### config.mk
export PLATFORM = sky130hd
export DESIGN_NAME = gpio_in_filter
export DESIGN_NICKNAME = d
export VERILOG_FILES = /design/src/rtl/gpio_in_filter.sv
export SDC_FILE = /design/constraint.sdc
export NUM_CORES = 1
export LEC_CHECK = 0
export BUFFER_PORTS_ARGS = -buffer_cell sky130_fd_sc_hd__clkbuf_2
export CAP_MARGIN = 20
export CORE_ASPECT_RATIO = 0.9
export CORE_MARGIN = 10
export CORE_UTILIZATION = 45
export DETAILED_ROUTE_END_ITERATION = 10
export GPL_TIMING_DRIVEN = 0
export PLACE_DENSITY = 0.62
export SYNTH_ARGS = -nofsm -noshare
export SYNTH_HDL_FRONTEND = slang
export SYNTH_SLANG_ARGS = --single-unit
### constraint.sdc
create_clock -name clk_i -period 3 [get_ports clk_i]
set_input_delay 0.15 -clock clk_i [delete_from_list [all_inputs] [get_ports clk_i]]
set_output_delay 0.15 -clock clk_i [all_outputs]
set_load 0.05 [all_outputs]
### src/rtl/gpio_in_filter.sv
// Per-bit GPIO input conditioning: synchronizer, debounce filter, edge detect
// and sticky interrupt-pending bits with write-1-to-clear.
module gpio_in_filter #(
  parameter int WIDTH       = 8,
  parameter int SYNC_STAGES = 2,
  parameter int CNT_WIDTH   = 16
) (
  input  logic                 clk_i,
  input  logic                 rst_i,
  input  logic [WIDTH-1:0]     pad_c_i,
  input  logic [CNT_WIDTH-1:0] deb_cyc_i,
  input  logic [WIDTH-1:0]     rise_en_i,
  input  logic [WIDTH-1:0]     fall_en_i,
  input  logic [WIDTH-1:0]     irq_clr_i,
  output logic [WIDTH-1:0]     data_o,
  output logic [WIDTH-1:0]     rise_o,
  output logic [WIDTH-1:0]     fall_o,
  output logic [WIDTH-1:0]     pending_o,
  output logic                 irq_o
);

  localparam logic [CNT_WIDTH-1:0] CNT_ONE = {{(CNT_WIDTH-1){1'b0}}, 1'b1};
  localparam logic [CNT_WIDTH-1:0] CNT_MAX = {CNT_WIDTH{1'b1}};

  logic [SYNC_STAGES-1:0][WIDTH-1:0] r_sync;
  logic [WIDTH-1:0]                  r_stable;
  logic [WIDTH-1:0]                  r_prev;
  logic [WIDTH-1:0]                  r_pending;
  logic [WIDTH-1:0][CNT_WIDTH-1:0]   r_cnt;

  logic [WIDTH-1:0]                  w_sync;
  logic [WIDTH-1:0]                  w_stable_nxt;
  logic [WIDTH-1:0][CNT_WIDTH-1:0]   w_cnt_nxt;
  logic [WIDTH-1:0]                  w_rise;
  logic [WIDTH-1:0]                  w_fall;
  logic [WIDTH-1:0]                  w_set;

  assign w_sync = r_sync[SYNC_STAGES-1];
  assign w_rise = r_stable & ~r_prev;
  assign w_fall = ~r_stable & r_prev;
  assign w_set  = (w_rise & rise_en_i) | (w_fall & fall_en_i);

  // Debounce: accept a change once the mismatch has outlasted deb_cyc_i edges
  always_comb begin
    w_stable_nxt = r_stable;
    w_cnt_nxt    = r_cnt;
    for (int b = 0; b < WIDTH; b++) begin
      if (w_sync[b] == r_stable[b]) begin
        w_cnt_nxt[b] = '0;
      end else if (r_cnt[b] >= deb_cyc_i) begin
        w_stable_nxt[b] = w_sync[b];
        w_cnt_nxt[b]    = '0;
      end else if (r_cnt[b] != CNT_MAX) begin
        w_cnt_nxt[b] = r_cnt[b] + CNT_ONE;
      end else begin
        w_cnt_nxt[b] = r_cnt[b];
      end
    end
  end

  // State registers; pending set takes priority over a coincident clear
  always_ff @(posedge clk_i) begin
    if (rst_i) begin
      r_sync    <= '0;
      r_stable  <= '0;
      r_prev    <= '0;
      r_pending <= '0;
      r_cnt     <= '0;
    end else begin
      r_sync    <= {r_sync[SYNC_STAGES-2:0], pad_c_i};
      r_stable  <= w_stable_nxt;
      r_prev    <= r_stable;
      r_pending <= w_set | (r_pending & ~irq_clr_i);
      r_cnt     <= w_cnt_nxt;
    end
  end

  assign data_o    = r_stable;
  assign rise_o    = w_rise;
  assign fall_o    = w_fall;
  assign pending_o = r_pending;
  assign irq_o     = |r_pending;

endmodule

# Yosys cells after proc, flatten, opt, wreduce, memory -nomap -nowiden
# Cells that the tools add are included.
# op_classes
n_lt_le_gt_ge,8
eq_ne,16
bitwise,18
add_sub_neg,8
reduce_logical,17
# op_table
op,count
$add 16x1->16 const B,8
$ge 16x16->1,8
$ne 16x16->1 const B,8
$and 8x8->8,5
$not 8->8,3
$reduce_or 3->1,8
$or 8x8->8,2
$reduce_and 2->1,8
$eq 1x1->1,8
$not 1->1,8
$reduce_or 8->1,1
# totals
output_inout_bits,33
regBits,168

# Logic depth before layout (Yosys ltp)
# depth
ltp_word,5
mapped_depth,9

# Least setup slack after synthesis
# OpenSTA, ideal clock, no wires.
# synth_path
kind,flip-flop to flip-flop
start,reg r_cnt[112] (netlist name)
end,"reg r_stable[7], in the netlist data_o[7]"
stages_incl_launch_ff,8
path_slack_ns,0.946
setup_time_ns,0.121
synth_period_minus_slack_ns,2.054
t_required_ns,2.879
t_arrival_ns,1.933
path_cell_list,dfxtp_1 inv_1 ha_1 nand2b_1 a2111oi_0 nor4_1 nor4_1 mux2_2
# synth_via
elab_chain_cells,2
# synth_lines
element,line,text
start: declaration,29,logic [WIDTH-1:0][CNT_WIDTH-1:0] r_cnt;
start signal: assignment,74,r_cnt <= w_cnt_nxt;
$ge 16x16->1,50,end else if (r_cnt[b] >= deb_cyc_i) begin
$reduce_and 2->1 (no source line),--,
end signal: assignment,71,r_stable <= w_stable_nxt;
end: declaration,26,logic [WIDTH-1:0] r_stable;
# Every way passes these cells.
# A chain may end at the register's enable or synchronous reset.

# Worst setup path after layout
# layout_path
start,reg r_cnt[0] (netlist name)
end,reg r_cnt[8] (netlist name)
# layout_via
elab_chain_cells,2
word_cells_on_any_way,4
classes_between,add/sub: 1; order compare: 1; eq/ne: 1; reduce/logical: 1
# layout_lines
element,line
$ge 16x16->1,50
$reduce_or 3->1 (no source line),--
# Parallel ways exist; a longest one is shown, timed or not.

==> results <==
- The endpoint type of the worst setup path is a flip-flop.
- The leftover overflow at the end of global routing is 0.
- The buffer and inverter count on the worst path is 2.
- For this run, the total global-route usage over all layers was measured as 0.1906.
- The clock net in this run drives a total of 168 sinks.
- For the pin with the worst max-slew slack, the measured transition is between 0.9 and 1 ns.
- In this run the tool buffered the top-level ports with 82 buffer cells.
- In this run the count of I/O pins placed on the die edge is 83.
- The wire length of the first global-routing pass is 46150 µm.
- Of all nets on the critical path, the largest fanout is 10.
- The number of inserted filler cells in the final layout is 2134.
- The y dimension of the die is 164.7 µm.
- The most used flip-flop cell after synthesis is dfxtp_1.
- The number of global-route vias before repair was a little under 9000.
- The clock tree from TritonCTS is built.
- Broken down by cell family, the worst path's largest delay share belongs to compound AO/OA/AOI/OAI gates.
- Clock tree synthesis inserted a total of 17 buffers.
- The part of the cycle the worst path needs is 0.8161.
- The detail-routed via count per cell is between 5 and 6.
- The pin count of the biggest net entering global routing is 17.
- The clock root buffer is clkbuf_16.
- The data arrival time of the worst path is between 2 and 3 ns.
- The average wire per standard cell is approximately 18 µm.
- The required arrival time at the worst endpoint is around 3.3 ns.
- The register cell area after layout is between 3000 and 4000 µm².
- Counting instances, the worst hold path has a depth of 3.
- Counting every net in the synthesized netlist gives 1367.
- The detail route stage leaves a number of antenna-violating nets equal to 0.
- The half-perimeter wire length of the detailed placement result is ~21000 µm.
- After floorplanning, the core was sized to cover between 20000 and 25000 µm².
- In this run the most critical hold path is launched from rise_en_i[6].
- The H-tree level count is 4.
- In this run the deepest clock path goes through 2 buffers.
- The routed layout has 9178 vias.
- The number of DRC violations after detailed-routing iteration 0 is 640.
- The average instance area after synthesis is 8.860 µm².
- The post-CTS setup buffer count is 0.
- The largest individual stage delay along the critical path comes from the cell o21ai_1.
- The count of placed standard cells including taps is between 1500 and 2000.
- The tightest hold path in the finished design has a slack of ~0.0046 ns.
- In this run the critical register-to-register path is launched from r_cnt[0].
- The worst setup path is launched from a flip-flop.
- The iteration count of the initial detailed-routing pass is 5.
- The final total negative setup slack is 0 ns.
- The final max-slew violation count was 0.
- The floorplan step defined a die boundary enclosing ~30000 µm².
- The multi-input gate area in the final layout is roughly 6800 µm².
- Setup repair after global routing left no endpoint under its margin.
- The flow ran to the end, and the final reports show no timing, DRC or antenna violations.
- The floorplan has 52 rows.
- The leakage power total is ~5.0 nW.
- For this run, the register share of the synthesized area comes to 0.3214.
- The most critical setup path has its startpoint at r_cnt[0].
- For this run, asynchronously set or reset flops after synthesis account for 0.
- The die width is ~180 µm.
- The total detailed-routing wirelength is 28720 µm.
- The Yosys step of the flow raised 0 warnings.
- The count of inserted antenna diode cells is 0.
- The post-synthesis sequential element count is roughly 170.
- In this design, the stage delay of the slowest critical-path cell is 0.61 ns.
- Of the cells placed in the final design, the portion with a size suffix greater than 1 is 0.1184.
- The setup violation total in the final timing report is 0.
- The category of the most critical setup path is flip-flop to flip-flop.
- The net count of the finished layout is ~1500.
- Counting cells, the worst reg-to-reg path comes to 8.
- Counting buffers and inverters, the worst setup path is 8 cells deep.
- The final number of hold-violating endpoints is 0.
- The initial utilization of the core area, before any placement, comes to 0.4608.
- After clock tree synthesis, the clock-pin slew on the worst setup and hold paths is around 0.070 ns.
- The distinct cell type count of the synthesized netlist is 65.
- The number of remaining DRC errors is 0.
- The worst clock skew on the final layout is 0.01097 ns.
- The synthesized instance count is 1181.
- The worst hold path class is input port to flip-flop.
- The area of the mapped netlist is 10460 µm².
- Relative to the synthesized area, the layout overhead comes to 15.50%.
- The number of enable flip-flop cells after synthesis is 0.
- The worst relative slew slack is 0.3637.
- At the end of routability-driven placement, the weighted congestion stood at about 0.90.
- The upper clock frequency limit is around 410 MHz.
- The critical path goes through inv_1 -> ha_1 -> nor2b_1 -> o21ai_0 -> a211oi_1 -> o21ai_1 -> clkbuf_1 -> nor3_1.
- The initial antenna violation count is 0.
- Dividing total power by cell area gives a power density of 403.3 nW/µm².
- The routed design could run at a clock period as short as ~2.4 ns.
- The worst-case IR drop observed on VDD is 0.2749 mV.
- Leaving out filler cells and counting taps, the final layout contains 1615.
- At the later pin of the worst-skew pair, clock insertion delay measures 0.44 ns.
- Across the run, the number of max-cap violations was 0.
[report_power, final]
| group | internal, mW | total, mW | switching (mW) | leakage [nW] |
|---|---|---|---|---|
| Sequential | 2.24 | 2.25 | 0.00953 | 1.36 |
| Clock | 1.37 | 2.34 | 0.971 | 0.292 |
| Combinational | 0.110 | 0.286 | 0.176 | 3.32 |
| Total | 3.72 | 4.87 | 1.16 | 4.97 |
[synthesized netlist by cell type (2+ instances only)]
library cell | count | area share
nand2_1 | 74 | 0.027
o211ai_1 | 16 | 0.011
a21oi_1 | 42 | 0.020
and2_1 | 4 | 0.0024
o2111ai_1 | 3 | 0.0025
a21o_1 | 13 | 0.0093
mux2i_1 | 18 | 0.017
or4_4 | 4 | 0.0043
and3_1 | 41 | 0.025
buf_6 | 4 | 0.0043
a41o_1 | 2 | 0.0019
a21boi_0 | 3 | 0.0022
inv_1 | 50 | 0.018
and4_1 | 33 | 0.028
a41oi_1 | 3 | 0.0025
nor2b_1 | 48 | 0.029
a311oi_1 | 9 | 0.0075
nor4_1 | 10 | 0.0060
a31oi_1 | 29 | 0.017
clkbuf_1 | 10 | 0.0036
nor3_1 | 32 | 0.015
nor3b_1 | 2 | 0.0014
mux2_2 | 6 | 0.0065
buf_2 | 10 | 0.0048
dfxtp_1 | 168 | 0.32
xnor2_1 | 44 | 0.037
a221oi_1 | 5 | 0.0042
xor2_1 | 19 | 0.016
a31o_2 | 2 | 0.0017
nand2b_1 | 15 | 0.0090
buf_1 | 2 | 0.00072
a2111oi_0 | 6 | 0.0050
o21a_1 | 7 | 0.0050
ha_1 | 136 | 0.16
nand3_1 | 60 | 0.029
o21ai_0 | 30 | 0.014
a311oi_2 | 2 | 0.0029
clkbuf_2 | 2 | 0.00096
a211oi_1 | 39 | 0.028
a222oi_1 | 8 | 0.0077
nor2_1 | 105 | 0.038
a211o_1 | 2 | 0.0017
or2_2 | 6 | 0.0036
nand4_1 | 36 | 0.022
[metal layers]
| layer | track usage | share of wire | vias up |
|---|---|---|---|
| met4 | 0.04693 | 0.012 | 0 |
| met2 | 0.3116 | 0.46 | 190 |
| met5 | 0 | 0 | - |
| met1 | 0.2565 | 0.48 | 4283 |
| li1 | - | - | 4678 |
| met3 | 0.03194 | 0.047 | 27 |
[path summary, 6_finish.rpt]
path	end	slack [ns]
worst max-delay path	r_cnt[8]	0.55
worst min-delay path	pending_o[6]	0.005
worst max register to register	r_cnt[8]	0.55
worst min register to register	w_sync[7]	0.44
[final cells by class]
class,instances,share of cell area
buffer,29,0.01304
clock inverter,9,0.01170
sequential,168,0.2783
clock buffer,23,0.03872
tap,297,0.03075
multi-input combinational,934,0.5590
inverter,50,0.01553
timing repair buffer,105,0.05301
[metrics by stage]
stage / power, mW / setup slack [ns] / area, µm² / utilization
6_report: 4.874 / 0.5517 / 12090 / 0.5322
5_1_grt: 5.027 / 0.3704 / 12090 / 0.5322
4_1_cts: 4.902 / 0.5752 / 12090 / 0.5322
3_5_place_dp: 2.573 / 0.3742 / 11250 / 0.4953
3_3_place_gp: 2.566 / 0.3612 / 11250 / 0.4953
2_1_floorplan: 2.451 / 0.9465 / 10460 / -
[cell usage in the layout, fill, tap and decap left out, types with 5 or more instances in the layout]
master / netlist / routed
dfxtp_1: 168 / 168
ha_1: 136 / 136
nor2_1: 105 / 105
clkbuf_2: 2 / 84
nand2_1: 74 / 74
nand3_1: 60 / 60
inv_1: 50 / 50
nor2b_1: 48 / 48
xnor2_1: 44 / 44
a21oi_1: 42 / 42
and3_1: 41 / 41
a211oi_1: 39 / 39
nand4_1: 36 / 36
and4_1: 33 / 33
nor3_1: 32 / 32
o21ai_0: 30 / 30
a31oi_1: 29 / 29
dlygate4sd3_1: 0 / 23
xor2_1: 19 / 19
mux2i_1: 18 / 18
clkbuf_16: 0 / 17
o211ai_1: 16 / 16
nand2b_1: 15 / 15
clkbuf_1: 10 / 14
a21o_1: 13 / 13
nor4_1: 10 / 10
buf_2: 10 / 10
a311oi_1: 9 / 9
a222oi_1: 8 / 8
o21a_1: 7 / 7
or2_2: 6 / 6
a2111oi_0: 6 / 6
mux2_2: 6 / 6
a221oi_1: 5 / 5
[flip-flops by register name, indices dropped and copies added (netlist names)]
register	flops
pending_o	8
r_cnt	128
r_prev	8
data_o	8
w_sync	8
r_sync	8
[worst min-delay path: cells and delay by family]
kind	cells	cell delay (ns)
and+or+nand+nor	1	0.09
buffers and inverters	1	0.08
AOI/OAI and AO/OA	1	0.08
[repair_timing]
item	4_1_cts	5_1_grt
hold buffers	23	0
gates resized for setup	0	0
hold endpoints to repair	16	0
[cells by family after synthesis]
| family | synth area share |
|---|---|
| AO/OA/AOI/OAI | 0.1570 |
| multiplexers | 0.02367 |
| flip-flops | 0.3214 |
| XOR/XNOR | 0.05273 |
| adder cells (fa/ha/maj) | 0.1626 |
| buffers and inverters | 0.03300 |
| AND/OR/NAND/NOR | 0.2496 |
No activity file was read; power rests on OpenSTA's default activity.
